<file path="config.mk">
export PLATFORM = sky130hd
export DESIGN_NAME = fetch_stage
export DESIGN_NICKNAME = d
export VERILOG_FILES = /design/src/rtl/fetch_stage.sv
export SDC_FILE = /design/constraint.sdc
export NUM_CORES = 1
export LEC_CHECK = 0
export BUFFER_PORTS_ARGS = -buffer_cell sky130_fd_sc_hd__buf_4
export CAP_MARGIN = 30
export CORE_MARGIN = 5
export CORE_UTILIZATION = 49
export DETAILED_ROUTE_END_ITERATION = 10
export PLACE_DENSITY = 0.77
export SYNTH_ARGS = -nofsm -noshare
export SYNTH_HDL_FRONTEND = slang
export SYNTH_SLANG_ARGS = --single-unit
</file>
<file path="constraint.sdc">
create_clock -name clk -period 2.25 [get_ports clk]
set_input_delay 0.1125 -clock clk [delete_from_list [all_inputs] [get_ports clk]]
set_output_delay 0.1125 -clock clk [all_outputs]
set_load 0.01 [all_outputs]
</file>
<file path="src/rtl/fetch_stage.sv">
// ---------------------------------------------------------------------------
// fetch_stage: instruction-fetch pipeline stage with PC register, next-PC
// selection, IF/ID pipeline register, boot sequencing and a saturating
// counter of taken redirects.
//
// Ports:
//   clk            single clock, all state updates on the rising edge
//   rst_n          synchronous active-low reset
//   StallF         hold the PC register
//   StallD         hold the IF/ID register
//   FlushD         replace IF/ID contents with a bubble
//   PCSrcE         branch/jump taken, resolved in Execute
//   PCTargetE      redirect target from Execute (low two bits ignored)
//   InstrF         instruction read combinationally from imem at PCF
//   PCF            current fetch address (registered)
//   PCPlus4F       PCF + 4 (combinational)
//   InstrD         IF/ID instruction (registered)
//   PCD            IF/ID PC (registered)
//   PCPlus4D       IF/ID PC + 4 (registered)
//   ValidD         IF/ID holds a real instruction (registered)
//   RedirectCount  taken redirects since reset, saturating (registered)
// ---------------------------------------------------------------------------
module fetch_stage #(
    parameter int unsigned             DATA_WIDTH = 32,
    parameter logic [DATA_WIDTH-1:0]   RESET_PC   = '0
) (
    input  logic                  clk,
    input  logic                  rst_n,
    input  logic                  StallF,
    input  logic                  StallD,
    input  logic                  FlushD,
    input  logic                  PCSrcE,
    input  logic [DATA_WIDTH-1:0] PCTargetE,
    input  logic [DATA_WIDTH-1:0] InstrF,
    output logic [DATA_WIDTH-1:0] PCF,
    output logic [DATA_WIDTH-1:0] PCPlus4F,
    output logic [DATA_WIDTH-1:0] InstrD,
    output logic [DATA_WIDTH-1:0] PCD,
    output logic [DATA_WIDTH-1:0] PCPlus4D,
    output logic                  ValidD,
    output logic [15:0]           RedirectCount
);

    localparam int unsigned CNT_W = 16;

    localparam logic [DATA_WIDTH-1:0] NOP_INSTR  = DATA_WIDTH'(32'h0000_0013);
    localparam logic [DATA_WIDTH-1:0] PC_STEP    = DATA_WIDTH'(4);
    localparam logic [DATA_WIDTH-1:0] ALIGN_MASK = ~DATA_WIDTH'(3);
    localparam logic [CNT_W-1:0]      CNT_MAX    = {CNT_W{1'b1}};

    typedef enum logic {
        ST_BOOT = 1'b0,
        ST_RUN  = 1'b1
    } state_t;

    state_t state;
    state_t state_nxt;

    // Decoded per-cycle control
    logic                  boot_c;
    logic                  redirect_c;
    logic                  flush_c;
    logic                  pc_load_c;
    logic                  ifid_load_c;
    logic                  cnt_inc_c;

    // Next-state values for the registered outputs
    logic [DATA_WIDTH-1:0] pc_nxt;
    logic [DATA_WIDTH-1:0] instr_d_nxt;
    logic [DATA_WIDTH-1:0] pc_d_nxt;
    logic [DATA_WIDTH-1:0] pc_plus4_d_nxt;
    logic                  valid_d_nxt;
    logic [CNT_W-1:0]      redirect_cnt_nxt;

    // Sequential PC increment, wraps modulo 2^DATA_WIDTH
    assign PCPlus4F = PCF + PC_STEP;

    // FSM state register
    always_ff @(posedge clk) begin
        if (!rst_n) begin
            state <= ST_BOOT;
        end else begin
            state <= state_nxt;
        end
    end

    // FSM next-state and control decode
    always_comb begin
        state_nxt  = state;
        boot_c     = 1'b0;
        redirect_c = 1'b0;
        case (state)
            ST_BOOT: begin
                // First cycle out of reset: Execute is not yet valid, so
                // any PCSrcE seen here is stale and must be ignored.
                boot_c    = 1'b1;
                state_nxt = ST_RUN;
            end
            ST_RUN: begin
                redirect_c = PCSrcE;
                state_nxt  = ST_RUN;
            end
            default: begin
                state_nxt = ST_BOOT;
            end
        endcase
    end

    // Redirect implies a flush of the wrong-path instruction in IF/ID;
    // a taken redirect also overrides a PC stall.
    always_comb begin
        flush_c     = 1'b0;
        pc_load_c   = 1'b0;
        ifid_load_c = 1'b0;
        cnt_inc_c   = 1'b0;

        flush_c     = boot_c | FlushD | redirect_c;
        pc_load_c   = redirect_c | ~StallF;
        ifid_load_c = ~flush_c & ~StallD;
        cnt_inc_c   = redirect_c & (RedirectCount != CNT_MAX);
    end

    // Next PC selection: word-aligned target on redirect, else PC + 4
    always_comb begin
        pc_nxt = PCF;
        if (redirect_c) begin
            pc_nxt = PCTargetE & ALIGN_MASK;
        end else if (pc_load_c) begin
            pc_nxt = PCPlus4F;
        end
    end

    // IF/ID next contents: flush beats stall, stall beats load
    always_comb begin
        instr_d_nxt    = InstrD;
        pc_d_nxt       = PCD;
        pc_plus4_d_nxt = PCPlus4D;
        valid_d_nxt    = ValidD;
        if (flush_c) begin
            instr_d_nxt    = NOP_INSTR;
            pc_d_nxt       = '0;
            pc_plus4_d_nxt = '0;
            valid_d_nxt    = 1'b0;
        end else if (ifid_load_c) begin
            // With StallF set this re-latches the held PCF; deduplication
            // is left to the hazard unit.
            instr_d_nxt    = InstrF;
            pc_d_nxt       = PCF;
            pc_plus4_d_nxt = PCPlus4F;
            valid_d_nxt    = 1'b1;
        end
    end

    // Saturating redirect counter
    always_comb begin
        redirect_cnt_nxt = RedirectCount;
        if (cnt_inc_c) begin
            redirect_cnt_nxt = RedirectCount + CNT_W'(1);
        end
    end

    // PC register
    always_ff @(posedge clk) begin
        if (!rst_n) begin
            PCF <= RESET_PC;
        end else begin
            PCF <= pc_nxt;
        end
    end

    // IF/ID pipeline register
    always_ff @(posedge clk) begin
        if (!rst_n) begin
            InstrD   <= NOP_INSTR;
            PCD      <= '0;
            PCPlus4D <= '0;
            ValidD   <= 1'b0;
        end else begin
            InstrD   <= instr_d_nxt;
            PCD      <= pc_d_nxt;
            PCPlus4D <= pc_plus4_d_nxt;
            ValidD   <= valid_d_nxt;
        end
    end

    // Redirect counter register
    always_ff @(posedge clk) begin
        if (!rst_n) begin
            RedirectCount <= '0;
        end else begin
            RedirectCount <= redirect_cnt_nxt;
        end
    end

endmodule

</file>
==> flow_summary.toml, run 1 <==
[worst_hold_path]
holdPathEnd = "InstrD[24]"
hp-class = "in2reg"
timing.hold.worst.start = "InstrF[24]"
whs_path_depth = 3

[routing]
drt_first_iter_violations = 575
drc = 0
final_antenna_net_count = 0
avgViaCountPerCell = 5.172
detail_route.wl_per_cell_um = 16.69
drtPass1Iterations = 5
wirelength_um = 20620
via_count = 6393

[die]
placement_rows = 41
floorplan.die_area_um2 = 14900
core_region_area_um2 = 12470
initial_core_util = 0.4935
die_x_um = 122.1
chipHeight_um = 122.1
ios = 247

[yosys]
ys_top_cells_by_count = "sky130_fd_sc_hd__nor2_1 (165), sky130_fd_sc_hd__dfxtp_1 (140), sky130_fd_sc_hd__nor3_1 (75)"
leading_register_cell_type_out_of_synthesis = "sky130_fd_sc_hd__dfxtp_1"
synthDistinctLibCells = 43
synthMuxAreaShare = 0.003254
number_of_flops_mapped_to_enable_cells_by_yosys = 0
post-synth-top-count-cell = "sky130_fd_sc_hd__nor2_1"
syn_avg_cell_area_um2 = 7.990
synth-async-reset-ratio = 0
synth-xor-area-share = 0.09396
syn-cell-area_um2 = 6152
synth_fa_ha_area_frac = 0.004068
fraction_of_the_yosys_area_taken_by_sequential_cells = 0.4556
synth_compound_gate_area_share = 0.1133
ys_seq_elements = 140
synth_top_family_by_area = "simple AND/OR/NAND/NOR gates"
synthesis.instances = 770
synth_area_leader_cell = "sky130_fd_sc_hd__dfxtp_1"
netlist.area_leader.share = 0.4556
yosys_warnings = 0
synth.top_cells.by_area = "sky130_fd_sc_hd__dfxtp_1 (46%), sky130_fd_sc_hd__nor2_1 (10%), sky130_fd_sc_hd__nor3_1 (6.1%)"
synthSimpleGateAreaFrac = 0.2660

[finish]
fillerInstances = 919
final_layout_size_suffix_gt1_frac = 0.3280
nets = 1124
fraction_of_the_core_area_covered_by_cells_at_the_end_of_the_flow = 0.7609
fin_cells = 1236
area.growth.synth_to_final_pct = 54.18
insertedDiodeCount = 0

[setup_path]
cp_slowest_stage_delay_ns = 0.58
timing.critical_path.buf_inv = 1
regToRegEndpoint = "PCF[22]"
arrival_ns = 2.09
timing.critical_path.max_delay_family = "simple AND/OR/NAND/NOR gates"
worstRegToRegCells = 7
critPathKind = "reg2out"
regToRegSetupSlack_ns = 0.36
cp-start-kind = "flop"
crit_path_cell_trace = "nand2_1, or4_4, nor3_2, xor2_1, buf_4"
critPathCaptureType = "output port"
timing.critical_path.required_ns = 2.14
rr_startpoint = "PCF[2]"
critical_path_peak_fanout = 3
crit_slowest_cell = "sky130_fd_sc_hd__or4_4"

[timing]
final-max-slew-violation-count = 0
grt_setup_unrepaired = "true"
slew_headroom = 0.4300
final.min_clock_period_ns = 2.202
worst_pin_slew_ns = 0.8541
finalHoldViolCount = 0
max_freq_mhz = 454.1
final_min_period_over_clock_period = 0.9786
final.setup_skew_ns = 0.008210
setup_ws_ns = 0.04806
final-setup-viol-count = 0

[power_and_ir_drop]
vdd_ir_drop_max_v = 0.0006202
power.static_leakage_nw = 4.212
power_density_nw_per_um2 = 680.4

[global_routing]
remaining_global_route_overflow = 0
grt_pass1_wl_um = 32100
total_global_route_track_usage = 0.2742
initial_antenna_violation_count = 0
grt_max_degree = 53
first_global_vias = 6137

[placement]
place_worst_setup_slack_ns = 0.3200
post-dp-hpwl_um = 13940
gpl.final_weighted_congestion = 0.8378
numPortBuffers = 236
placed_instance_count = 1156

[clock_tree]
htree_levels = 4
cts_inserted_buffers = 17
clock_pin_slew_of_the_registers_on_the_worst_case_setup_and_hold_paths_ns = 0.05
clock_insertion_delay_worst_skew_ns = 0.42
cts_buffer_depth = 2
tritoncts = "built"
clock_sinks = 140
clockRootBuffer = "sky130_fd_sc_hd__clkbuf_16"

[job]
cap_viol_max_count = 0

[run_status]
run_status = "finished clean"
[cell families after synthesis]
group / count (synthesis)
AOI/OAI and AO/OA: 114
xor gates and xnor gates: 66
adders and majority gates: 2
buffers and inverters: 94
DFF: 140
muxes: 2
other: 1
and+or+nand+nor: 351
[through the flow]
step,TNS (ns),area (um2),hold slack [ns],power [mW]
floorplan,0,6178,0.1402,2.992
global placement,0,8190,0.3405,3.361
detailed placement,0,8190,0.3445,3.365
CTS,-0.09322,9336,0.0009811,6.448
global route,-0.1779,9485,0.004067,6.674
finish,0,9485,0.01007,6.454
[cells in the final DEF, fill, tap and decap left out, types with 11 or more instances in the layout]
cell type                       instances
sky130_fd_sc_hd__o21ai_0               25
sky130_fd_sc_hd__nand2_1               24
sky130_fd_sc_hd__nand4_1               13
sky130_fd_sc_hd__a21oi_1               43
sky130_fd_sc_hd__clkbuf_16             17
sky130_fd_sc_hd__nor2_1               163
sky130_fd_sc_hd__xor2_1                30
sky130_fd_sc_hd__dlygate4sd3_1         47
sky130_fd_sc_hd__nor3_1                71
sky130_fd_sc_hd__o21a_1                23
sky130_fd_sc_hd__nand3_1               27
sky130_fd_sc_hd__buf_4                266
sky130_fd_sc_hd__xnor2_1               27
sky130_fd_sc_hd__dfxtp_1              128
sky130_fd_sc_hd__inv_1                 29
sky130_fd_sc_hd__dfxtp_2               11
[registers in the layout (all words and copies together) (netlist names)]
name,cells
PCD,30
state,1
PCF,30
ValidD,1
PCPlus4D,30
InstrD,32
RedirectCount,16
[area by class of cell]
cell class | count | area, um2 | share of cell area
Multi-Input combinational cell | 543 | 3139 | 0.3310
Sequential cell | 140 | 2820 | 0.2973
Timing Repair Buffer | 319 | 2552 | 0.2691
Clock buffer | 21 | 480.5 | 0.05065
Tap cell | 172 | 215.2 | 0.02269
Clock inverter | 10 | 161.4 | 0.01702
Inverter | 31 | 116.4 | 0.01227
[worst min-delay path, cell delays in order]
cell and delay, ns:
sky130_fd_sc_hd__buf_4 0.08, sky130_fd_sc_hd__nor2_1 0.04, sky130_fd_sc_hd__nor3_1 0.14
[report_power, final]
part           internal, mW  switching [mW]  total (mW)  leakage (nW)
Clock                  1.97            1.07        3.04         0.308
Sequential             2.55          0.0797        2.63          1.14
Combinational         0.397           0.389       0.787          2.76
[repair_timing]
action,CTS,global route
resized for setup,7,38
hold endpoints to repair,47,0
setup endpoints to repair,13,17
buffers inserted,1,1
hold buffers,47,0
pin swaps,0,4
gates cloned,0,0
[metal layers]
layer,wire (um),vias to the layer above,GRT usage
li1,-,3136,-
met1,8538,2979,0.3402
met2,9961,249,0.4537
met3,1745,29,0.08171
met4,378,0,0.09657
met5,0,-,0
[worst max-delay path by stage]
stage | slack [ns] | from | endpoint | depth (start not counted)
after floorplan | 0.29 | PCF[4] | PCPlus4D[25] | 6
final | 0.05 | PCF[3] | PCPlus4F[25] | 5
after global placement | 0.34 | PCF[11] | PCPlus4F[25] | 5
after CTS | -0.03 | PCF[13] | PCPlus4F[24] | 5
after global routing | -0.04 | PCF[14] | PCPlus4F[20] | 6
after detailed placement | 0.32 | PCF[11] | PCPlus4F[25] | 5
(Power assumes the default switching activity.)
==> inputs of run 2 (changes only) <==
- CORE_UTILIZATION: 49 -> 45
- PLACE_DENSITY: 0.77 -> 0.71
==> run 2 against run 1 <==
First-iteration DRC count fell by 33%. Clock power fell by 2%. Hold slack hardly changed. Critical endpoint is now PCPlus4F[27]. Highest routed layer unchanged.
==> flow_summary.toml, run 2 (synthesized netlist as in run 1, its figures left out) <==
[worst_hold_path]
hp-class = "in2reg"

[die]
initial_core_util = 0.4609
die_x_um = 126.9
ios = 247
placement_rows = 42
core_region_area_um2 = 13350
chipHeight_um = 126.9
floorplan.die_area_um2 = 16110

[timing]
finalHoldViolCount = 0
max_freq_mhz = 461.7
final.min_clock_period_ns = 2.166
worst_pin_slew_ns = 0.7920
final.setup_skew_ns = 0.006458
slew_headroom = 0.4714
final_min_period_over_clock_period = 0.9626
final-setup-viol-count = 0
final-max-slew-violation-count = 0
grt_setup_unrepaired = "true"

[routing]
final_antenna_net_count = 0
detail_route.wl_per_cell_um = 16.51
wirelength_um = 20570
drc = 0
drt_first_iter_violations = 385
drtPass1Iterations = 6
via_count = 6301
avgViaCountPerCell = 5.057

[placement]
numPortBuffers = 236
gpl.final_weighted_congestion = 0.8745
post-dp-hpwl_um = 14340

[power_and_ir_drop]
seqPwrFrac = 0.413
cellInternalPower_mw = 4.836
combPwrFrac = 0.120
power.switching_fraction = 0.2430
relative_contribution_of_the_clock_network_to_total_power = 0.466
power_density_nw_per_um2 = 672.8
power_switching_mw = 1.552
vdd_ir_drop_max_v = 0.0005258
power.total_mw = 6.388
power.static_leakage_nw = 4.208

[global_routing]
first_global_vias = 6170
grt_pass1_wl_um = 32570
total_global_route_track_usage = 0.2527
grt_max_degree = 47
remaining_global_route_overflow = 0
initial_antenna_violation_count = 0

[clock_tree]
clock_pin_slew_of_the_registers_on_the_worst_case_setup_and_hold_paths_ns = 0.06
cts_inserted_buffers = 17
htree_levels = 4
clock_insertion_delay_worst_skew_ns = 0.42
clockRootBuffer = "sky130_fd_sc_hd__clkbuf_16"
cts_buffer_depth = 2
clock_sinks = 140
tritoncts = "built"

[finish]
area.growth.synth_to_final_pct = 54.32
largest_register_ffs = 32
fillerInstances = 1062
most-common-layout-cells = "sky130_fd_sc_hd__buf_4 (265), sky130_fd_sc_hd__nor2_1 (163), sky130_fd_sc_hd__dfxtp_1 (124)"
largest_register = "InstrD"
insertedDiodeCount = 0
nets = 1129
layout.cells.most_common = "sky130_fd_sc_hd__buf_4"
final_layout_size_suffix_gt1_frac = 0.3187
fraction_of_the_core_area_covered_by_cells_at_the_end_of_the_flow = 0.7113

[job]
cap_viol_max_count = 0

[setup_path]
critical_path_peak_fanout = 9
cp-start-kind = "flop"
critPathKind = "reg2out"
critPathCaptureType = "output port"
arrival_ns = 2.05
timing.critical_path.required_ns = 2.14

[run_status]
run_status = "finished clean"
run 2: final timing paths:
kind / slack [ns] / startpoint / cells past startpoint / to
max: 0.08 / PCF[6] / 5 / PCPlus4F[27]
min: 0.01 / PCTargetE[8] / 3 / PCF[8]
max reg2reg: 0.37 / PCF[2] / 6 / PCF[22]
min reg2reg: 0.45 / ValidD / 2 / ValidD
run 2: metal layers:
metal / part of all wire / GRT usage / up-vias
met5: 0 / 0 / -
met4: 0.030 / 0.1066 / 0
met3: 0.069 / 0.06137 / 39
met2: 0.47 / 0.4050 / 234
met1: 0.43 / 0.3257 / 2874
li1: - / - / 3154
run 2: repair_timing:
action	in CTS	in global routing
gates resized for setup	15	25
setup endpoints to repair	14	15
hold buffers	58	0
buffers inserted	0	1
endpoints found under the hold margin	58	0
pin swaps	0	2
run 2: power by group through the flow:
stage               clock network, mW  logic, mW  registers, mW
floorplan                           0      0.300           2.69
global placement                    0      0.672           2.68
detailed placement                  0      0.675           2.68
CTS                              3.03      0.764           2.63
global route                     3.14      0.833           2.65
finish                           2.98      0.769           2.64
run 2: final cells by class:
class / instances / area (um2) / area share
Multi-Input combinational cell: 543 / 3105 / 0.3271
Sequential cell: 140 / 2828 / 0.2978
Timing Repair Buffer: 324 / 2590 / 0.2728
Clock buffer: 19 / 442.9 / 0.04665
Tap cell: 176 / 220.2 / 0.02319
Clock inverter: 13 / 191.4 / 0.02016
Inverter: 31 / 116.4 / 0.01226
run 2: critical path: stages (launching register included):
cell,delay (ns)
sky130_fd_sc_hd__dfxtp_2,0.35
sky130_fd_sc_hd__nand3_4,0.13
sky130_fd_sc_hd__or4_4,0.56
sky130_fd_sc_hd__nor3_2,0.22
sky130_fd_sc_hd__xor2_1,0.21
sky130_fd_sc_hd__buf_4,0.16
run 2: per-stage QoR:
stage	instances	setup TNS, ns	hold slack (ns)	worst slack, ns	cell area (um2)
3_5_place_dp	1155	0	0.3430	0.1911	8145
3_3_place_gp	1155	0	0.3350	0.2381	8145
2_1_floorplan	777	0	0.1402	0.2913	6178
4_1_cts	1245	-0.0004856	0.001317	-0.0004856	9404
6_report	1246	0	0.01036	0.08423	9494
5_1_grt	1246	-0.04195	0.02769	-0.03606	9494
